File: src/rtl/d_phy_tx_lane_scheduler.sv
// rtl/d_phy_tx_lane_scheduler.sv - schedules one HS burst across the active D-PHY data lanes
// Clock lane request brackets the data lane requests; the last word may use fewer lanes.
module d_phy_tx_lane_scheduler #(
    parameter int N_DATA_LANES         = 4,
    parameter int HS_TX_WORD_BIT_WIDTH = 8,
    parameter int BURST_W              = 16,
    parameter int CLK_PRE_CYCLES       = 2,
    parameter int CLK_POST_CYCLES      = 3,
    localparam int LW = $clog2(N_DATA_LANES + 1),
    localparam int DW = N_DATA_LANES * HS_TX_WORD_BIT_WIDTH
) (
    input  logic                    hs_tx_word_clk,
    input  logic                    rst,
    input  logic                    enable,
    input  logic [LW-1:0]           active_lanes,
    input  logic                    burst_req,
    input  logic [BURST_W-1:0]      burst_bytes,
    output logic                    burst_ack,
    output logic                    burst_done,
    output logic                    busy,
    output logic                    underrun,
    output logic                    stop_state,
    input  logic [DW-1:0]           s_data,
    input  logic                    s_valid,
    output logic                    s_ready,
    output logic                    clk_tx_request_hs,
    input  logic                    clk_tx_ready_hs,
    input  logic                    clk_stop_state,
    output logic [N_DATA_LANES-1:0] dl_tx_request_hs,
    output logic [DW-1:0]           dl_tx_data_hs,
    input  logic [N_DATA_LANES-1:0] dl_tx_ready_hs,
    input  logic [N_DATA_LANES-1:0] dl_stop_state
);

    localparam int CNT_W = 8;
    localparam int W     = HS_TX_WORD_BIT_WIDTH;

    typedef enum logic [2:0] {
        IDLE, LOAD, CLK_WAIT, CLK_PRE, DATA, DATA_END, CLK_POST, CLK_OFF
    } state_t;

    state_t               state_q, state_d;
    logic [BURST_W-1:0]   rem_q, rem_d;
    logic [LW-1:0]        lanes_q, lanes_d;
    logic [DW-1:0]        word_q, word_d;
    logic [CNT_W-1:0]     cnt_q, cnt_d;
    logic                 ack_q, ack_d;
    logic                 done_q, done_d;
    logic                 underrun_q, underrun_d;

    logic [LW-1:0]           lanes_now;
    logic [N_DATA_LANES-1:0] lane_mask;
    logic [N_DATA_LANES-1:0] dl_req;
    logic                    advance;
    logic                    accept;

    assign stop_state = clk_stop_state & (&dl_stop_state);
    assign busy       = (state_q != IDLE);
    assign burst_ack  = ack_q;
    assign burst_done = done_q;
    assign underrun   = underrun_q;
    assign dl_tx_request_hs = dl_req;

    assign accept = burst_req & enable & stop_state & (burst_bytes != '0)
                  & (active_lanes != '0) & (active_lanes <= LW'(N_DATA_LANES));

    always_comb begin
        lanes_now = (rem_q < BURST_W'(lanes_q)) ? rem_q[LW-1:0] : lanes_q;
        lane_mask = '0;
        for (int i = 0; i < N_DATA_LANES; i++) begin
            lane_mask[i] = (LW'(i) < lanes_now);
        end
    end

    assign advance = (|dl_req) & (&(dl_tx_ready_hs | ~dl_req));

    // Lanes without a request on the current word drive zeros.
    always_comb begin
        dl_tx_data_hs = '0;
        for (int i = 0; i < N_DATA_LANES; i++) begin
            if (dl_req[i]) begin
                dl_tx_data_hs[i*W +: W] = word_q[i*W +: W];
            end
        end
    end

    always_comb begin
        state_d           = state_q;
        rem_d             = rem_q;
        lanes_d           = lanes_q;
        word_d            = word_q;
        cnt_d             = cnt_q;
        ack_d             = 1'b0;
        done_d            = 1'b0;
        underrun_d        = 1'b0;
        s_ready           = 1'b0;
        clk_tx_request_hs = 1'b0;
        dl_req            = '0;
        case (state_q)
            IDLE: begin
                if (accept) begin
                    rem_d   = burst_bytes;
                    lanes_d = active_lanes;
                    ack_d   = 1'b1;
                    state_d = LOAD;
                end
            end
            LOAD: begin
                clk_tx_request_hs = 1'b1;
                s_ready           = s_valid;
                if (s_valid) begin
                    word_d = s_data;
                end
                state_d = CLK_WAIT;
            end
            CLK_WAIT: begin
                clk_tx_request_hs = 1'b1;
                if (clk_tx_ready_hs) begin
                    if (CLK_PRE_CYCLES == 0) begin
                        state_d = DATA;
                    end else begin
                        cnt_d   = CNT_W'(CLK_PRE_CYCLES);
                        state_d = CLK_PRE;
                    end
                end
            end
            CLK_PRE: begin
                clk_tx_request_hs = 1'b1;
                if (cnt_q <= CNT_W'(1)) begin
                    state_d = DATA;
                end else begin
                    cnt_d = cnt_q - CNT_W'(1);
                end
            end
            DATA: begin
                clk_tx_request_hs = 1'b1;
                dl_req            = lane_mask;
                if (advance) begin
                    rem_d = rem_q - BURST_W'(lanes_now);
                    if (rem_d == '0) begin
                        state_d = DATA_END;
                    end else begin
                        // Ready is offered even when empty; an empty FIFO aborts the burst.
                        s_ready = 1'b1;
                        if (s_valid) begin
                            word_d = s_data;
                        end else begin
                            underrun_d = 1'b1;
                            state_d    = DATA_END;
                        end
                    end
                end
            end
            DATA_END: begin
                clk_tx_request_hs = 1'b1;
                if (dl_tx_ready_hs == '0) begin
                    if (CLK_POST_CYCLES == 0) begin
                        state_d = CLK_OFF;
                    end else begin
                        cnt_d   = CNT_W'(CLK_POST_CYCLES);
                        state_d = CLK_POST;
                    end
                end
            end
            CLK_POST: begin
                clk_tx_request_hs = 1'b1;
                if (cnt_q <= CNT_W'(1)) begin
                    state_d = CLK_OFF;
                end else begin
                    cnt_d = cnt_q - CNT_W'(1);
                end
            end
            CLK_OFF: begin
                if (stop_state) begin
                    done_d  = 1'b1;
                    state_d = IDLE;
                end
            end
            default: state_d = IDLE;
        endcase
    end

    always_ff @(posedge hs_tx_word_clk) begin
        if (rst) begin
            state_q    <= IDLE;
            rem_q      <= '0;
            lanes_q    <= '0;
            word_q     <= '0;
            cnt_q      <= '0;
            ack_q      <= 1'b0;
            done_q     <= 1'b0;
            underrun_q <= 1'b0;
        end else begin
            state_q    <= state_d;
            rem_q      <= rem_d;
            lanes_q    <= lanes_d;
            word_q     <= word_d;
            cnt_q      <= cnt_d;
            ack_q      <= ack_d;
            done_q     <= done_d;
            underrun_q <= underrun_d;
        end
    end

endmodule

File: config.mk
export PLATFORM = sky130hd
export DESIGN_NAME = d_phy_tx_lane_scheduler
export DESIGN_NICKNAME = d
export VERILOG_FILES = /design/src/rtl/d_phy_tx_lane_scheduler.sv
export SDC_FILE = /design/constraint.sdc
export NUM_CORES = 1
export LEC_CHECK = 0
export BUFFER_PORTS_ARGS = -buffer_cell sky130_fd_sc_hd__buf_2
export CORE_UTILIZATION = 53
export CTS_CLUSTER_DIAMETER = 80
export DETAILED_ROUTE_END_ITERATION = 8
export GPL_ROUTABILITY_DRIVEN = 1
export MAX_ROUTING_LAYER = met4
export PLACE_DENSITY = 0.89
export SETUP_SLACK_MARGIN = 0.02
export SYNTH_ARGS = -nofsm -noshare
export SYNTH_HDL_FRONTEND = slang
export SYNTH_SLANG_ARGS = --single-unit
export TNS_END_PERCENT = 50
File: constraint.sdc
create_clock -name hs_tx_word_clk -period 5.7 [get_ports hs_tx_word_clk]
set_input_delay 0 -clock hs_tx_word_clk [delete_from_list [all_inputs] [get_ports hs_tx_word_clk]]
set_output_delay 0 -clock hs_tx_word_clk [all_outputs]
set_load 0.005 [all_outputs]
# Word level (Yosys, flattened, before mapping)
# Cells that the tools add are included.
totals:
  n_memories: 0
  wordCells: 103
  input_bits: 66
  out_inout_bits: 43
  latch_bits: 0
  ff_bits: 65
  rom_bits: 0
  ramBits: 0
classes:
  muxes: 34
  n_lt_le_gt_ge: 7
  mul: 0
  eq_ne: 17
  bitwise_logic: 13
  add_sub_neg: 2
  shift: 0
  reduce_logical: 22
  div_mod_pow: 0
ops:
  columns: ["operator", "count"]
  rows:
  - ["two-way mux 32 bit", 3]
  - ["one-hot mux 32 bit (2 select lines)", 1]
  - ["two-way mux 8 bit", 7]
  - ["two-way mux 16 bit", 2]
  - ["one-hot mux 16 bit (2 select lines)", 1]
  - ["two-way mux 3 bit", 10]
  - ["one-hot mux 3 bit (8 select lines)", 1]
  - ["one-hot mux 8 bit (3 select lines)", 1]
  - ["inequality test 2 bit, second input constant", 9]
  - ["zero test 16 bit", 1]
  - ["less-than comparator 16 x 3 -> 1 bit", 1]
  - ["nonzero test 16 bit", 1]
  - ["subtractor 16 x 3 -> 16 bit", 1]
  - ["equality test 3 bit, second input constant", 4]
  - ["AND reduction 4 bit", 3]
  - ["nonzero test 3 bit", 3]
  - ["less-or-equal comparator 8 x 1 -> 1 bit, second input constant", 1]
  - ["AND reduction 8 bit", 1]
  - ["OR reduction 4 bit", 2]
  - ["subtractor 8 x 1 -> 8 bit, second input constant", 1]
  - ["AND 1 bit", 7]
  - ["equality test 3 x 2 -> 1 bit, second input constant", 2]
  - ["less-than comparator 1 x 3 -> 1 bit, first input constant", 2]
  - ["less-than comparator 2 x 3 -> 1 bit, first input constant", 2]
  - ["16 further kinds", 28]

# Depth between registers and ports, before layout
logic_depth:
  word_depth: 10
  ltp_mapped: 17
  depth_no_buf: 15

# Worst setup path after synthesis
# OpenSTA, ideal clock, no wires.
synth_timing:
  kind: "register to register"
  startpoint: "register lanes_q[2]"
  endpoint: "register word_q[10]"
  required_ns: 5.628
  setup_slack_ns: 1.688
  path_stages_with_launch: 18
  n_path_buf: 2
  synth_period_minus_slack_ns: 4.012
  t_arrival_ns: 3.940
  path_cell_list: "dfxtp_1 > inv_1 > ha_1 > inv_1 > o2111ai_1 > clkbuf_1 > nand2_1 > o21ai_0 > ha_1 > fa_1 > and2b_1 > or4b_4 > or3_4 > xnor2_4 > nor4_4 > a211oi_4 > buf_8 > mux2i_1"
synth_via:
  elab_chain_len: 10
  word_cells_on_any_way: 17
  classes_between: "add/sub: 1; order compare: 5; eq/ne: 2; mux: 2; bitwise: 3; reduce/logical: 4"
synth_rtl:
  columns: ["item", "line_no", "source"]
  rows:
  - ["start, declared", "44", "logic [LW-1:0] lanes_q, lanes_d;"]
  - ["start signal, assigned", "196", "lanes_q <= lanes_d;"]
  - ["less-than comparator 16 x 3 -> 1 bit", "68", "lanes_now = (rem_q < BURST_W'(lanes_q)) ? rem_q[LW-1:0] : lanes_q;"]
  - ["two-way mux 3 bit *", "68", null]
  - ["parallel branches: the longest is 7 deep, another holds subtractor 16 x 3 -> 16 bit", null, null]
  - ["AND reduction 3 bit (no source line) *", null, null]
  - ["end signal, assigned", "197", "word_q <= word_d;"]
  - ["end, declared", "45", "logic [DW-1:0] word_q, word_d;"]
# Mark *: on every way between the ends.
# A chain may end at the register's enable or synchronous reset.

# Worst setup path after layout
layout_timing:
  startpoint: "register lanes_q[2]"
  endpoint: "register word_q[13]"
# Same word-level chain as after synthesis.

==> flow_metrics.tcl <==
set metrics [dict create \
    drive_gt1_share_pct 23.5 \
    die_w_um 87.5 \
    viasPerCell 5.90 \
    synth_area_per_cell_um2 8.08 \
    hold_depth 3 \
    worstReg2RegStart "lanes_q[2]" \
    critPathKind "register to register" \
    path_max_fanout 32 \
    cts_buffers 9 \
    worst_setup_path_end_kind "register" \
    grt_pass1_vias 4051 \
    syn-instance-count 480 \
    drv_cap 0 \
    dp_hpwl_um 7260 \
    fin_hold_ws_ns 0.0125 \
    io_buffer_count 108 \
    overflow 0 \
    peakVddDrop_uv 162 \
    finalCriticalPeriod_ns 5.03 \
    slew_viol_final 0 \
    grt_pass1_wl_um 18700 \
    min_from "burst_bytes[8]" \
    r2r_cells 16 \
    holdPathEnd "rem_q[8]" \
    synth_top_area_share_pct 33.5 \
    synthFlopType "dfxtp_1" \
    insertion_delay_ns 0.36 \
    fmax_mhz 199 \
    cts_root_buf "clkbuf_8" \
    grt_use_total_pct 33.0 \
    std_cell_rows 30 \
    async_flop_share_pct 0 \
    fin_setup_tns_ns 0 \
    postRouteAntennaNets 0 \
    outcome "finished with violations" \
    slew_headroom_pct 24.9 \
    powerDensity_mw_per_mm2 220 \
    fin_crit_sh_pct 88.2 \
    io_pins 109 \
    wl_per_cell_um 17.2 \
    clock_path_buffers 2 \
    required_ns 5.96 \
    yosysMostFrequentCell "nand2_1" \
    grt_max_degree 72 \
    setup_viol 0 \
    die_area_mm2 0.00766 \
    nFillCells 455 \
    worstPathArrival_ns 5.29 \
    synthTopCellsByArea "dfxtp_1, mux2i_1, nand2_1" \
    die_y_um 87.5 \
    ys_seq_area_share_pct 33.5 \
    switching_share_pct 23.4 \
    synthToLayoutAreaGrowth_pct 29.5 \
    routed_wl_um 12300 \
    place_area_mm2 0.00439 \
    timing.rr.end "word_q[13]" \
    grt_setup_unrepaired "false" \
    worst_slew_pin_slew_ns 1.13 \
    ys_types 59 \
    fin_skew_ns 0.0178 \
    internal-power_uw 848 \
    core_area_mm2 0.00694 \
    clkPwrFrac_pct 47.9 \
    fin_area_mm2 0.00502 \
    yosys-top-cells-count "nand2_1, dfxtp_1, nor2_1" \
    drc 1 \
    cts-htree-levels 3 \
    ys_ff_latch 65 \
    cts_tree "built" \
    path_clk_slew_ns 0.08 \
    hold_violations 0 \
    cts_sinks 65 \
    worst-r2r-setup-slack_ns 0.67 \
    drt_iter0_markers 452 \
    violations "design-rule violations" \
    min_path_type "input port to register" \
    seqPwrFrac_pct 41.9 \
    synth_edf_count 0 \
    leakage_nw 2.16 \
    p_comb_share_pct 10.2 \
    floorplan.initialDensity_pct 55.9 \
    drt-pass1-iter-count 9 \
    syn_nets 554 \
    routabilityCongestion 0.897 \
    ys_warn_count 0 \
    fin_nets 689 \
    critPathLaunchType "register" \
    switching_power_uw 259 \
    synth_area_mm2 0.00388 \
    via_count 4233 \
    final_util_pct 72.3 \
    antenna_found_initial 1 \
    yosys.area.top_type "dfxtp_1" \
]
==> per-stage QoR <==
| stage | power (mW) | std cells | setup WS (ns) |
|---|---|---|---|
| 6_report | 1.11 | 717 | 0.674 |
| 5_1_grt | 1.14 | 717 | 0.414 |
| 4_1_cts | 1.10 | 716 | 0.889 |
| 3_5_place_dp | 0.561 | 664 | 1.08 |
| 3_3_place_gp | 0.558 | 664 | 1.25 |
| 2_1_floorplan | 0.528 | 480 | 1.69 |
==> worst max path at each step <==
stage	start	to	slack, ns	depth (start not counted)
floorplan	lanes_q[2]	word_q[10]	1.69	17
global placement	rem_q[12]	word_q[3]	1.25	14
detailed placement	rem_q[12]	word_q[1]	1.08	14
CTS	lanes_q[2]	s_ready	0.89	16
global route	lanes_q[1]	word_q[13]	0.41	16
finish	lanes_q[2]	word_q[13]	0.67	16
==> what timing repair did <==
action                                 CTS  global route
endpoints found under the hold margin   36             0
hold buffers                            36             0
resized for setup                        0             0
setup buffers                            0             0
==> final cells by class <==
type / instances / area [µm²] / share of cell area, %
inverters: 17 / 63.8 / 1.27
diodes: 1 / 2.50 / 0.0498
well taps: 96 / 120 / 2.39
clock inverters: 7 / 143 / 2.84
flip-flops and latches: 65 / 1300 / 25.9
multi-input cells: 374 / 2340 / 46.6
repair buffers: 148 / 931 / 18.5
clock buffers: 9 / 124 / 2.47
==> critical path: stages (launching register included) <==
cell       delay [ns]
dfxtp_1          0.43
inv_1            0.11
ha_1             0.29
inv_1            0.04
o2111ai_1        0.90
nand2_1          0.14
o21ai_0          0.14
ha_1             0.24
fa_1             0.23
and2b_1          0.21
or4b_4           0.53
or3_4            0.39
xnor2_4          0.17
nor4_4           0.08
a211oi_4         0.20
buf_4            0.50
mux2i_1          0.31
==> power by group through the flow <==
| stage | Combinational, mW | Clock [mW] | Sequential (mW) |
|---|---|---|---|
| finish | 0.113 | 0.531 | 0.463 |
| global route | 0.121 | 0.554 | 0.464 |
| CTS | 0.108 | 0.528 | 0.463 |
| detailed placement | 0.0874 | 0 | 0.473 |
| global placement | 0.0850 | 0 | 0.473 |
| floorplan | 0.0576 | 0 | 0.470 |
==> logic make-up after synthesis <==
logic type               Yosys count  share of synthesized area, %
AO/OA/AOI/OAI                     80                          13.6
XOR/XNOR                          13                          3.42
adder cells (fa/ha/maj)            8                          2.77
buffers and inverters             41                          6.16
flip-flops                        65                          33.5
multiplexers                      41                          10.7
AND/OR/NAND/NOR                  232                          29.8
==> state kept, by name, indices dropped and copies added (netlist names) <==
signal	count
underrun	1
burst_ack	1
state_q	3
cnt_q	8
rem_q	16
burst_done	1
lanes_q	3
word_q	32
==> cell usage in the layout (no fill, tap or decap), drive strengths merged, types with 3 or more instances in the layout <==
master / Yosys / routed
nor4: 13 / 13
dlygate4sd3: 6 / 36
mux2i: 38 / 38
clkbuf: 14 / 9
and2: 32 / 32
nor2: 45 / 45
dfxtp: 65 / 65
bufinv: 0 / 4
nand2b: 5 / 5
a31oi: 5 / 5
or3: 4 / 4
nand3: 8 / 8
xnor2: 5 / 5
o32ai: 3 / 3
mux2: 3 / 3
ha: 7 / 7
a21oi: 25 / 25
nor3: 13 / 13
nor3b: 3 / 3
nand4: 4 / 4
a211oi: 11 / 11
or2: 4 / 4
nand2: 91 / 91
clkinv: 0 / 3
xor2: 8 / 8
a211o: 5 / 5
buf: 4 / 112
o21ai: 17 / 17
inv: 17 / 17
==> per-layer routing <==
metal	vias up	part of all wire (%)	wire length, µm	track usage (%)
li1	1935	-	-	-
met1	1924	38	4660	35.5
met2	295	48	5950	52.6
met3	79	7.3	898	9.43
met4	0	6.7	824	22.4
met5	-	0	0	-
Note: power is estimated with default switching activity, not from simulation.
